**src/rtl/axicb_scfifo_ctrl_if.sv**
```systemverilog
// Push/pop valid-ready handshake between the FIFO control stage and the crossbar.
// The FIFO side is the slave; the crossbar side (producer and consumer) is the master.
interface axicb_scfifo_ctrl_if #(
  parameter int DATA_WIDTH = 8
);
  logic                  in_valid;
  logic                  in_ready;
  logic [DATA_WIDTH-1:0] in_data;
  logic                  out_valid;
  logic                  out_ready;
  logic [DATA_WIDTH-1:0] out_data;

  modport master (
    output in_valid, in_data, out_ready,
    input  in_ready, out_valid, out_data
  );

  modport slave (
    input  in_valid, in_data, out_ready,
    output in_ready, out_valid, out_data
  );
endinterface

```
**src/rtl/axicb_scfifo_ctrl.sv**
```systemverilog
// Single-clock FIFO control: pointers, level and flags around an external dual-port RAM; 1-cycle push-to-out_valid.
// Backpressure: in_ready drops on the registered full flag (no pass-through); out_data holds while out_ready is low.
module axicb_scfifo_ctrl #(
  parameter int ADDR_WIDTH    = 8,
  parameter int DATA_WIDTH    = 8,
  parameter int FFD_EN        = 0,
  parameter int AFULL_THRESH  = 2**ADDR_WIDTH - 2,
  parameter int AEMPTY_THRESH = 2
) (
  input  logic                  aclk,
  input  logic                  arst,
  input  logic                  srst,
  axicb_scfifo_ctrl_if.slave    bus,
  output logic [ADDR_WIDTH:0]   level,
  output logic                  full,
  output logic                  empty,
  output logic                  afull,
  output logic                  aempty,
  output logic                  ram_wr_en,
  output logic [ADDR_WIDTH-1:0] ram_addr_in,
  output logic [DATA_WIDTH-1:0] ram_data_in,
  output logic [ADDR_WIDTH-1:0] ram_addr_out,
  input  logic [DATA_WIDTH-1:0] ram_data_out
);
  localparam logic [ADDR_WIDTH:0] PTR_ONE  = (ADDR_WIDTH+1)'(1);
  localparam logic [ADDR_WIDTH:0] MSB_ONLY = {1'b1, {ADDR_WIDTH{1'b0}}};
  localparam logic [ADDR_WIDTH:0] DEPTH_L  = (ADDR_WIDTH+1)'(2**ADDR_WIDTH);
  localparam logic [ADDR_WIDTH:0] AFULL_L  = (ADDR_WIDTH+1)'(AFULL_THRESH);
  localparam logic [ADDR_WIDTH:0] AEMPTY_L = (ADDR_WIDTH+1)'(AEMPTY_THRESH);

  logic [ADDR_WIDTH:0] wr_ptr, rd_ptr, wr_ptr_nxt, rd_ptr_nxt, level_nxt;
  logic                push, pop;

  // A push in the srst cycle is discarded, so it must not advance anything.
  assign push          = bus.in_valid & ~full & ~srst;
  assign pop           = ~empty & bus.out_ready;
  assign bus.in_ready  = ~full;
  assign bus.out_valid = ~empty;

  assign ram_wr_en   = push;
  assign ram_addr_in = wr_ptr[ADDR_WIDTH-1:0];
  assign ram_data_in = bus.in_data;

  assign wr_ptr_nxt = push ? wr_ptr + PTR_ONE : wr_ptr;
  assign rd_ptr_nxt = pop  ? rd_ptr + PTR_ONE : rd_ptr;

  always_comb begin
    level_nxt = level;
    if (push && !pop)      level_nxt = level + PTR_ONE;
    else if (pop && !push) level_nxt = level - PTR_ONE;
  end

  always_ff @(posedge aclk or posedge arst) begin
    if (arst) begin
      wr_ptr <= '0;
      rd_ptr <= '0;
      level  <= '0;
      full   <= 1'b0;
      empty  <= 1'b1;
      afull  <= 1'b0;
      aempty <= 1'b1;
    end else if (srst) begin
      wr_ptr <= '0;
      rd_ptr <= '0;
      level  <= '0;
      full   <= 1'b0;
      empty  <= 1'b1;
      afull  <= 1'b0;
      aempty <= 1'b1;
    end else begin
      wr_ptr <= wr_ptr_nxt;
      rd_ptr <= rd_ptr_nxt;
      level  <= level_nxt;
      full   <= ((wr_ptr_nxt ^ rd_ptr_nxt) == MSB_ONLY);
      empty  <= (wr_ptr_nxt == rd_ptr_nxt);
      afull  <= (level_nxt >= AFULL_L);
      aempty <= (level_nxt <= AEMPTY_L);
    end
  end

  if (FFD_EN != 0) begin : g_ffd
    logic                  byp_vld;
    logic [DATA_WIDTH-1:0] byp_dat;

    // Prefetch the entry the head will point at after this cycle's pop.
    assign ram_addr_out = rd_ptr_nxt[ADDR_WIDTH-1:0];

    // Writing the address being prefetched returns stale RAM data; forward it instead.
    always_ff @(posedge aclk or posedge arst) begin
      if (arst) begin
        byp_vld <= 1'b0;
        byp_dat <= '0;
      end else if (srst) begin
        byp_vld <= 1'b0;
      end else begin
        byp_vld <= push && (ram_addr_in == ram_addr_out);
        if (push && (ram_addr_in == ram_addr_out)) byp_dat <= bus.in_data;
      end
    end

    assign bus.out_data = byp_vld ? byp_dat : ram_data_out;
  end else begin : g_comb
    assign ram_addr_out = rd_ptr[ADDR_WIDTH-1:0];
    assign bus.out_data = ram_data_out;
  end

  a_no_x_out: assert property (@(posedge aclk) disable iff (arst)
    bus.out_valid |-> !$isunknown(bus.out_data));
  a_level_max: assert property (@(posedge aclk) disable iff (arst) level <= DEPTH_L);
  a_full_empty: assert property (@(posedge aclk) disable iff (arst) !(full && empty));
endmodule

```
**src/flat_wrapper.sv**
```systemverilog
// flat-port wrapper written by rule: the top's interface ports become plain ports
module axicb_scfifo_ctrl_flat 
#(
  parameter int ADDR_WIDTH    = 8,
  parameter int DATA_WIDTH    = 8,
  parameter int FFD_EN        = 0,
  parameter int AFULL_THRESH  = 2**ADDR_WIDTH - 2,
  parameter int AEMPTY_THRESH = 2
)
  (aclk, arst, srst, level, full, empty, afull, aempty, ram_wr_en, ram_addr_in, ram_data_in, ram_addr_out, ram_data_out, bus_in_valid, bus_in_data, bus_out_ready, bus_in_ready, bus_out_valid, bus_out_data);
  axicb_scfifo_ctrl_if #(.DATA_WIDTH(DATA_WIDTH)) bus_i ();
  input  logic aclk;
  input  logic arst;
  input  logic srst;
  output logic [ADDR_WIDTH:0] level;
  output logic full;
  output logic empty;
  output logic afull;
  output logic aempty;
  output logic ram_wr_en;
  output logic [ADDR_WIDTH-1:0] ram_addr_in;
  output logic [DATA_WIDTH-1:0] ram_data_in;
  output logic [ADDR_WIDTH-1:0] ram_addr_out;
  input  logic [DATA_WIDTH-1:0] ram_data_out;
  input wire logic [$bits(bus_i.in_valid)-1:0] bus_in_valid;
  input wire logic [$bits(bus_i.in_data)-1:0] bus_in_data;
  input wire logic [$bits(bus_i.out_ready)-1:0] bus_out_ready;
  output wire logic [$bits(bus_i.in_ready)-1:0] bus_in_ready;
  output wire logic [$bits(bus_i.out_valid)-1:0] bus_out_valid;
  output wire logic [$bits(bus_i.out_data)-1:0] bus_out_data;
  assign bus_i.in_valid = bus_in_valid;
  assign bus_i.in_data = bus_in_data;
  assign bus_i.out_ready = bus_out_ready;
  assign bus_in_ready = bus_i.in_ready;
  assign bus_out_valid = bus_i.out_valid;
  assign bus_out_data = bus_i.out_data;
  axicb_scfifo_ctrl #(.ADDR_WIDTH(ADDR_WIDTH), .DATA_WIDTH(DATA_WIDTH), .FFD_EN(FFD_EN), .AFULL_THRESH(AFULL_THRESH), .AEMPTY_THRESH(AEMPTY_THRESH)) u_core (.aclk(aclk), .arst(arst), .srst(srst), .bus(bus_i), .level(level), .full(full), .empty(empty), .afull(afull), .aempty(aempty), .ram_wr_en(ram_wr_en), .ram_addr_in(ram_addr_in), .ram_data_in(ram_data_in), .ram_addr_out(ram_addr_out), .ram_data_out(ram_data_out));
endmodule
```
**config.mk**
```make
export PLATFORM = sky130hd
export DESIGN_NAME = axicb_scfifo_ctrl_flat
export DESIGN_NICKNAME = d
export VERILOG_FILES = /design/src/rtl/axicb_scfifo_ctrl_if.sv /design/src/rtl/axicb_scfifo_ctrl.sv /design/src/flat_wrapper.sv
export SDC_FILE = /design/constraint.sdc
export NUM_CORES = 1
export LEC_CHECK = 0
export ABC_AREA = 1
export BUFFER_PORTS_ARGS = -buffer_cell sky130_fd_sc_hd__buf_2
export CORE_UTILIZATION = 25
export DETAILED_ROUTE_END_ITERATION = 8
export PLACE_DENSITY = 0.54
export SLEW_MARGIN = 10
export SYNTH_ARGS = -nofsm -noshare
export SYNTH_HDL_FRONTEND = slang
export SYNTH_SLANG_ARGS = --single-unit
```
**constraint.sdc**
```tcl
create_clock -name aclk -period 1.97 [get_ports aclk]
set_input_delay 0.197 -clock aclk [delete_from_list [all_inputs] [get_ports aclk]]
set_output_delay 0.197 -clock aclk [all_outputs]
set_load 0.01 [all_outputs]
```
==> results.py, run 1 <==
metrics = {
    "die": {
        "fp.dieW_um": 102,
        "fp.dieH_um": 102,
        "ioPinCount": 69,
        "dieArea_um2": 10500,
        "start_util_pct": 25.8,
        "rows": 36,
        "coreArea_um2": 9770,
    },
    "sta": {
        "holdWs_ns": -0.00919,
        "fmaxAchievable_mhz": 567,
        "finalHoldViolCount": 11,
        "finalSetupViolCount": 0,
        "fin_crit_sh_pct": 89.5,
        "finalCriticalPeriod_ns": 1.76,
        "rsz0062_at_grt": "false",
        "report.final.slew_viol_count": 0,
        "relSlewSlack_pct": 70.8,
        "finalSetupTns_ns": 0,
        "worst_pin_slew_ns": 0.437,
        "clock_skew_ns": 0.00634,
    },
    "global_route": {
        "antenna_found_initial": 0,
        "grt-ovfl-total": 0,
        "grt.total_usage_pct": 13.3,
        "grt_start_max_net_pins": 32,
        "grt_pass1_vias": 2192,
        "grt_pass1_wl_um": 10700,
    },
    "synthesis": {
        "synth_top_area_cell": "dfrtp_1",
        "synth_area_leaders": "dfrtp_1 29%, nand2_1 21%, buf_4 9.8%",
        "syn_nets": 429,
        "synth-compound-area-share_pct": 3.47,
        "muxShareOfSynthArea_pct": 0,
        "synth_seq_cells": 31,
        "synth_seq_area_share_pct": 30.9,
        "synth.top_cell.area_share_pct": 28.8,
        "avgSynthCellArea_um2": 6.24,
        "synth_edf_count": 0,
        "synth_top_family_by_area": "simple AND/OR/NAND/NOR gates",
        "syn_area_um2": 2520,
        "synth_xor_xnor_area_share_pct": 0,
        "yosys_warnings": 0,
        "post_synth_num_cell_types": 23,
        "synthAdderAreaFrac_pct": 1.98,
        "syn-instance-count": 404,
        "synthSimpleGateAreaFrac_pct": 44.6,
        "ys.flop_type": "dfrtp_1",
        "ys_async_sr_fraction_pct": 100,
    },
    "clock_network": {
        "clk_root_buffer_cell": "clkbuf_8",
        "hold_buffers": 0,
        "cts_num_sinks": 31,
        "cts_tree": "done",
        "clk_pin_slew_ns": 0.07,
        "clkLatencyLatePin_ns": 0.29,
        "numCtsBuffers": 5,
        "cts_buffer_depth": 2,
        "htreeDepth": 2,
    },
    "route": {
        "wl_um": 6460,
        "via_per_inst": 4.31,
        "dr.pass1.iters": 4,
        "post-route-drc-count": 0,
        "routedLengthMet1_um": 3140,
        "first_iter_violations": 121,
        "vias": 2404,
        "routedWlPerCell_um": 11.6,
        "ant_nets": 0,
        "met3_length_um": 354,
        "top_layer": "met4",
        "wl_met2_um": 2940,
    },
    "worst_setup_path": {
        "r2r-start": "u_core.wr_ptr[1]",
        "r2r_cells": 13,
        "rrSetupSlack_ns": 0.21,
        "path_depth": 13,
        "path_class": "reg -> reg",
        "path_buf_inv": 1,
        "endpoint": "u_core.full",
        "critPathMostFrequentCell": "nand2_1",
        "path_cells": "ha_2 -> inv_1 -> nand2_1 -> nand2_1 -> nand2_1 -> nand2_1 -> nand2_1 -> nand2_1 -> nor2_1 -> nand3_1 -> nor2_2 -> nand2_1 -> nor2_1",
        "crit_fanout": 7,
        "timing.rr.end": "u_core.full",
        "crit_start": "u_core.wr_ptr[1]",
        "worst_setup_path_end_kind": "flip-flop",
        "slowest_stage": "dfrtp_1",
        "cp_top_family": "simple AND/OR/NAND/NOR gates",
        "crit_path_max_incr_delay_ns": 0.49,
        "crit_arrival_ns": 1.98,
        "cp-start-kind": "flip-flop",
        "required_ns": 2.18,
    },
    "place": {
        "portBuffers": 36,
        "gp_congestion": 0.799,
        "dp_hpwl_um": 4910,
    },
    "cells_and_area": {
        "drive_gt1_share_pct": 18.1,
        "diodes": 0,
        "final_nets": 449,
        "final_cell_mix": "139 x nand2_1, 54 x inv_1, 46 x nor2_1, 43 x nand3_1, 36 x buf_2",
        "post-route-util_pct": 29.1,
        "layout_commonest_cell": "nand2_1",
        "fillers": 1109,
        "area_growth_pct": 12.6,
    },
    "pwr": {
        "ir_drop_mv": 0.329,
        "intPower_mw": 1.21,
        "clkPwrFrac_pct": 31.0,
        "combinationalPowerShare_pct": 28.7,
        "power.density_nw_per_um2": 656,
        "switching_share_pct": 35.2,
        "p_seq_share_pct": 40.3,
        "p_sw_mw": 0.656,
        "leakagePower_nw": 1.61,
    },
    "job": {
        "timing.max_cap.violations": 0,
    },
    "status": {
        "status": "finished with violations",
        "violations": "hold timing",
    },
    "worst_hold_path": {
        "hp-class": "in -> async",
    },
}
==> power groups by stage <==
stage / Clock [mW] / Combinational (mW) / Sequential, mW
after CTS: 0.597 / 0.514 / 0.750
final: 0.577 / 0.536 / 0.751
after floorplan: 0 / 0.390 / 0.766
after global placement: 0 / 0.506 / 0.761
after global routing: 0.625 / 0.622 / 0.760
after detailed placement: 0 / 0.511 / 0.761
==> sequential cells by signal, indices dropped and copies added, names as in the netlist <==
register	flops
u_core.afull	1
u_core.full	1
u_core.empty	1
u_core.wr_ptr	9
u_core.aempty	1
u_core.rd_ptr	9
u_core.level	9
==> per-layer routing <==
layer / up-vias / track usage, %
met5: - / 0
met4: 0 / 2.09
met3: 5 / 3.01
met2: 50 / 21.8
met1: 1089 / 18.2
li1: 1260 / -
==> synth_stat cells, types with 3 or more instances <==
library cell  instances
a21oi_1               8
buf_4                33
clkbuf_1              3
dfrtp_1              29
ha_1                  4
inv_1                54
nand2_1             141
nand3_1              43
nand3b_1              3
nand4_1              10
nor2_1               48
nor2_2                3
nor3_1                5
o21ai_0               8
==> worst reg2reg max path: stages, from the launching register on <==
cell and delay, ns:
dfrtp_1 0.49, ha_2 0.30, inv_1 0.06, nand2_1 0.06, nand2_1 0.04, nand2_1 0.07, nand2_1 0.07, nand2_1 0.07
nand2_1 0.06, nor2_1 0.10, nand3_1 0.08, nor2_2 0.11, nand2_1 0.07, nor2_1 0.11
==> through the flow <==
stage               hold slack [ns]  std cells  area [µm²]  worst slack [ns]  power (mW)
finish                     -0.00919        558        2840             0.206        1.86
global route                 0.0327        558        2840           0.00202        2.01
CTS                          0.0164        553        2770            0.0154        1.86
detailed placement            0.330        545        2670            0.0609        1.27
global placement              0.327        545        2670            0.0822        1.27
floorplan                     0.299        404        2520             0.327        1.16
==> layout make-up <==
class | count | area, µm² | share of cell area, %
repair buffers | 49 | 290 | 10.2
flip-flops and latches | 31 | 779 | 27.4
inverters | 56 | 210 | 7.40
clock buffers | 8 | 100 | 3.52
multi-input cells | 281 | 1290 | 45.6
well taps | 133 | 166 | 5.86
==> kinds of logic after synthesis <==
group	after synthesis
flip-flops	31
adder cells (fa/ha/maj)	4
AO/OA/AOI/OAI	17
buffers and inverters	93
AND/OR/NAND/NOR	259
==> worst min path at each step <==
| stage | to | slack [ns] | cells after the start |
|---|---|---|---|
| 2_1_floorplan | u_core.afull | 0.30 | 1 |
| 3_3_place_gp | u_core.rd_ptr[1] | 0.33 | 3 |
| 3_5_place_dp | u_core.rd_ptr[1] | 0.33 | 3 |
| 4_1_cts | u_core.rd_ptr[0] | 0.02 | 3 |
| 5_1_grt | u_core.rd_ptr[0] | 0.03 | 3 |
| 6_report | u_core.rd_ptr[0] | -0.009 | 3 |
==> timing repair <==
| item | 4_1_cts | 5_1_grt |
|---|---|---|
| endpoints found under the setup margin | 0 | 4 |
| setup buffers | 0 | 4 |
| resized for setup | 0 | 8 |
(Power assumes the default switching activity.)
==> inputs of run 2 (changes only) <==
==> constraint.sdc (replaced) <==
create_clock -name aclk -period 1.97 [get_ports aclk]
set_input_delay 0.591 -clock aclk [delete_from_list [all_inputs] [get_ports aclk]]
set_output_delay 0.591 -clock aclk [all_outputs]
set_load 0.01 [all_outputs]
==> run 2 against run 1 <==
Compared with the run above: the run now ends clean; non-clock buffer count rose by 8; clock skew fell by 0.0024 ns; cell area rose by 1.9%; critical path depth fell by 8; combinational power rose by 8.6%; first-iteration DRC count fell by 26%; routed wire length fell by 2.6%; critical path type is now reg -> out; highest routed layer unchanged.
==> results.py, run 2 (synthesis gave the netlist of run 1 again) <==
metrics = {
    "status": {
        "status": "complete, no violations",
    },
    "worst_hold_path": {
        "hp-class": "in -> async",
    },
    "place": {
        "dp_hpwl_um": 4800,
        "portBuffers": 36,
        "gp_congestion": 0.826,
        "dp_cells": 551,
    },
    "die": {
        "fp.dieW_um": 102,
        "fp.dieH_um": 102,
        "coreArea_um2": 9770,
        "start_util_pct": 25.8,
        "rows": 36,
        "dieArea_um2": 10500,
        "ioPinCount": 69,
    },
    "pwr": {
        "ir_drop_mv": 0.273,
        "leakagePower_nw": 1.65,
        "switching_share_pct": 34.6,
        "clkPwrFrac_pct": 30.3,
        "intPower_mw": 1.24,
        "p_sw_mw": 0.656,
        "power.density_nw_per_um2": 655,
        "combinationalPowerShare_pct": 30.7,
        "total_power_mw": 1.90,
        "p_seq_share_pct": 39.0,
    },
    "cells_and_area": {
        "drive_gt1_share_pct": 18.8,
        "top_regs": "u_core.level x9, u_core.rd_ptr x9, u_core.wr_ptr x9",
        "final_nets": 456,
        "final_cell_mix": "141 x nand2_1, 54 x inv_1, 44 x nor2_1, 43 x nand3_1, 36 x buf_2",
        "diodes": 0,
        "area_growth_pct": 14.7,
        "final_cells": 565,
        "post-route-util_pct": 29.6,
        "layout_commonest_cell": "nand2_1",
    },
    "route": {
        "wl_um": 6290,
        "routedWlPerCell_um": 11.1,
        "vias": 2448,
        "post-route-drc-count": 0,
        "dr.pass1.iters": 4,
        "first_iter_violations": 89,
        "via_per_inst": 4.33,
        "ant_nets": 0,
    },
    "sta": {
        "finalCriticalPeriod_ns": 1.92,
        "worst_pin_slew_ns": 0.415,
        "relSlewSlack_pct": 72.3,
        "fmaxAchievable_mhz": 521,
        "report.final.slew_viol_count": 0,
        "finalSetupViolCount": 0,
        "finalHoldViolCount": 0,
        "fin_crit_sh_pct": 97.5,
        "clock_skew_ns": 0.00397,
        "finalSetupTns_ns": 0,
    },
    "worst_setup_path": {
        "cp-start-kind": "flip-flop",
        "path_class": "reg -> out",
        "required_ns": 1.38,
        "crit_fanout": 9,
        "path_cells": "inv_1 -> nand2_1 -> nor2_4 -> buf_6 -> buf_2",
        "crit_path_max_incr_delay_ns": 0.44,
        "slowest_stage": "dfrtp_1",
        "worst_setup_path_end_kind": "output port",
        "crit_arrival_ns": 1.33,
    },
    "global_route": {
        "grt_pass1_wl_um": 10600,
        "grt.total_usage_pct": 13.0,
        "antenna_found_initial": 0,
        "grt_pass1_vias": 2274,
        "grt_start_max_net_pins": 32,
        "grt-ovfl-total": 0,
    },
    "clock_network": {
        "clk_root_buffer_cell": "clkbuf_8",
        "hold_buffers": 0,
        "numCtsBuffers": 5,
        "clkLatencyLatePin_ns": 0.29,
        "htreeDepth": 2,
        "cts_num_sinks": 31,
        "clk_pin_slew_ns": 0.07,
        "cts_tree": "done",
        "cts_buffer_depth": 2,
    },
    "job": {
        "timing.max_cap.violations": 0,
    },
}
-- run 2: changes by cell type in the layout (fill, tap and decap cells not counted), sizes merged --
cell  change
buf       +8
nor2      -1
-- run 2: path summary, 6_finish.rpt --
| path | to | slack, ns | start | cells past startpoint |
|---|---|---|---|---|
| min reg2reg | u_core.level[0] | 0.59 | u_core.level[0] | 3 |
| max in group asynchronous | u_core.aempty | 1.26 | arst | 3 |
| max | ram_wr_en | 0.05 | u_core.full | 5 |
| min in group aclk | u_core.level[0] | 0.59 | u_core.level[0] | 3 |
| min | u_core.level[5] | 0.38 | arst | 3 |
| max reg2reg | u_core.aempty | 0.15 | u_core.full | 13 |
-- run 2: area by class of cell --
type	count	area (µm²)
sequential	31	778
tap	133	166
fill	1083	6880
multi-input combinational	280	1280
timing repair buffer	57	354
inverter	56	210
clock buffer	8	100
-- run 2: power groups by stage --
stage	clock network, mW	logic, mW	registers (mW)
5_1_grt	0.621	0.669	0.747
2_1_floorplan	0	0.390	0.766
3_5_place_dp	0	0.565	0.751
4_1_cts	0.597	0.571	0.740
3_3_place_gp	0	0.564	0.753
6_report	0.575	0.582	0.739
-- run 2: worst max-delay path: cells and delay by family (launching register included) --
| kind | cells | cell delay, ns |
|---|---|---|
| and+or+nand+nor | 2 | 0.22 |
| DFF | 1 | 0.44 |
| buffers and inverters | 3 | 0.38 |
-- run 2: what timing repair did --
action,in CTS,in global routing
gates resized for setup,1,6
pin swaps,0,2
endpoints found under the setup margin,1,5
setup buffers,1,5
gates cloned,0,0
-- run 2: through the flow --
step	hold slack, ns	worst slack (ns)	area (µm²)
finish	0.384	0.0493	2890
global route	0.431	-0.0150	2890
CTS	0.407	0.00828	2840
detailed placement	0.581	-0.0390	2720
global placement	0.586	-0.00468	2720
floorplan	0.596	0.326	2520
-- run 2: layer usage --
layer | vias up | global-route usage, % | share of wire (%)
met1 | 1107 | 17.3 | 48
met3 | 7 | 2.74 | 6.1
li1 | 1271 | - | -
met2 | 63 | 21.2 | 45
met5 | - | 0 | 0
met4 | 0 | 3.52 | 1.1
==> inputs of run 3 (changes only) <==
--- a/config.mk
+++ b/config.mk
@@ -9,7 +9,7 @@
 export BUFFER_PORTS_ARGS = -buffer_cell sky130_fd_sc_hd__buf_2
 export CORE_UTILIZATION = 25
 export DETAILED_ROUTE_END_ITERATION = 8
-export PLACE_DENSITY = 0.54
+export PLACE_DENSITY = 0.43
 export SLEW_MARGIN = 10
 export SYNTH_ARGS = -nofsm -noshare
 export SYNTH_HDL_FRONTEND = slang
==> run 3 against run 2 <==
Compared with the run above: cell count up 0.18%; non-clock buffer count up 1; combinational power increased by 3%; die area unchanged; clock skew rose by 0.0023 ns; register-to-register slack better by 0.02 ns; global-route usage is 1.3 points higher; total power fell by 2.3%; sequential share of layout area is 0.18 points higher; maximum frequency grew 0.99%; critical endpoint unchanged; largest power group unchanged.
==> results.py, run 3 (synthesis gave the netlist of run 1 again) <==
metrics = {
    "die": {
        "fp.dieH_um": 102,
        "fp.dieW_um": 102,
        "dieArea_um2": 10500,
        "ioPinCount": 69,
        "rows": 36,
        "start_util_pct": 25.8,
        "coreArea_um2": 9770,
    },
    "sta": {
        "finalCriticalPeriod_ns": 1.90,
        "worst_pin_slew_ns": 0.437,
        "finalHoldViolCount": 0,
        "clock_skew_ns": 0.00626,
        "fin_crit_sh_pct": 96.5,
        "setup_slack_ns": 0.0682,
        "relSlewSlack_pct": 70.9,
        "rsz0062_at_grt": "true",
        "finalSetupViolCount": 0,
        "report.final.slew_viol_count": 0,
        "fmaxAchievable_mhz": 526,
    },
    "route": {
        "routedWlPerCell_um": 12.0,
        "first_iter_violations": 63,
        "dr.pass1.iters": 5,
        "vias": 2457,
        "via_per_inst": 4.34,
        "wl_um": 6810,
        "ant_nets": 0,
        "post-route-drc-count": 0,
    },
    "pwr": {
        "clkPwrFrac_pct": 27.7,
        "intPower_mw": 1.18,
        "power.density_nw_per_um2": 643,
        "total_power_mw": 1.85,
        "leakagePower_nw": 1.63,
        "ir_drop_mv": 0.263,
        "switching_share_pct": 36.5,
        "p_sw_mw": 0.677,
        "p_seq_share_pct": 40.1,
        "combinationalPowerShare_pct": 32.3,
    },
    "worst_setup_path": {
        "crit_fanout": 14,
        "required_ns": 1.38,
        "crit_arrival_ns": 1.31,
        "path_class": "reg -> out",
        "cp-start-kind": "flip-flop",
        "worst_setup_path_end_kind": "output port",
    },
    "global_route": {
        "grt-ovfl-total": 0,
        "grt_pass1_vias": 2376,
        "grt_pass1_wl_um": 11600,
        "antenna_found_initial": 0,
        "grt_start_max_net_pins": 32,
        "grt.total_usage_pct": 14.3,
    },
    "place": {
        "dp_cells": 556,
        "dp_hpwl_um": 5240,
        "place_ws_ns": -0.0803,
        "portBuffers": 36,
        "gp_congestion": 0.802,
    },
    "worst_hold_path": {
        "hp-class": "in -> async",
    },
    "cells_and_area": {
        "final_cell_mix": "139 x nand2_1, 53 x inv_1, 46 x nor2_1, 43 x nand3_1, 36 x buf_2",
        "diodes": 0,
        "multi_input_area_um2": 1290,
        "final_cells": 566,
        "fillers": 1123,
        "drive_gt1_share_pct": 19.9,
        "seq_area_um2": 781,
        "final_nets": 457,
        "area_growth_pct": 14.3,
        "top_regs": "u_core.level x9, u_core.rd_ptr x9, u_core.wr_ptr x9",
        "layout_commonest_cell": "nand2_1",
    },
    "clock_network": {
        "cts_tree": "done",
        "cts_buffer_depth": 2,
        "cts_num_sinks": 31,
        "htreeDepth": 2,
        "clkLatencyLatePin_ns": 0.29,
        "clk_pin_slew_ns": 0.08,
        "numCtsBuffers": 5,
        "hold_buffers": 0,
        "clk_root_buffer_cell": "clkbuf_8",
    },
    "status": {
        "status": "complete, no violations",
    },
    "job": {
        "timing.max_cap.violations": 0,
    },
}
==> run 3: cell count changes in the layout (fill, tap and decap cells not counted), moves of 2 or more <==
cell	previous run	this run
buf_4	19	21
clkbuf_8	7	5
dfrtp_1	29	27
dfrtp_2	0	2
nand2_1	141	139
nand2_2	2	4
nor2_1	44	46
==> run 3: layout make-up <==
| cell class | count | share of cell area (%) |
|---|---|---|
| clock buffers | 7 | 2.65 |
| clock inverters | 1 | 0.174 |
| inverters | 56 | 7.29 |
| multi-input cells | 280 | 44.6 |
| flip-flops and latches | 31 | 27.1 |
| well taps | 133 | 5.77 |
| repair buffers | 58 | 12.4 |
==> run 3: power by group through the flow <==
stage                     sequential, mW  combinational (mW)  clock (mW)
final                              0.743               0.598       0.512
after global routing               0.754               0.687       0.557
after CTS                          0.744               0.595       0.533
after detailed placement           0.755               0.590           0
after global placement             0.757               0.589           0
after floorplan                    0.766               0.390           0
==> run 3: critical path: stages, from the launching register on <==
cell	delay [ns]
dfrtp_1	0.44
inv_2	0.08
nand2_1	0.08
nor2_4	0.14
buf_12	0.15
buf_2	0.13
==> run 3: final timing paths <==
path / end / startpoint / slack [ns] / cells past startpoint
max in group asynchronous: u_core.empty / arst / 1.24 / 3
min in group aclk: u_core.level[0] / u_core.level[0] / 0.61 / 3
hold reg to reg: u_core.level[0] / u_core.level[0] / 0.61 / 3
setup reg to reg: u_core.full / u_core.empty / 0.17 / 12
hold / removal: u_core.wr_ptr[8] / arst / 0.39 / 3
setup / recovery: ram_wr_en / u_core.full / 0.07 / 5
==> run 3: metrics by stage <==
stage / setup TNS [ns] / cell area [µm²] / util, % / hold WS (ns)
after floorplan: 0 / 2520 / - / 0.596
after global placement: -0.0578 / 2760 / 28.3 / 0.585
after detailed placement: -0.140 / 2760 / 28.3 / 0.597
after CTS: 0 / 2850 / 29.1 / 0.412
after global routing: -0.0477 / 2880 / 29.5 / 0.433
final: 0 / 2880 / 29.5 / 0.391
==> run 3: timing repair <==
action / CTS / global route
setup endpoints to repair: 1 / 5
gates resized for setup: 1 / 10
setup buffers: 0 / 2
pin swaps: 0 / 1
hold endpoints to repair: 0 / 0
gates cloned: 0 / 0
==> run 3: metal layers <==
layer | part of all wire [%] | up-vias | wire length, µm | global-route usage [%]
li1 | - | 1282 | - | -
met4 | 1.2 | 0 | 85 | 4.51
met2 | 47 | 53 | 3200 | 24.3
met3 | 3.6 | 9 | 244 | 2.53
met1 | 48 | 1113 | 3280 | 18.2
met5 | 0 | - | 0 | 0
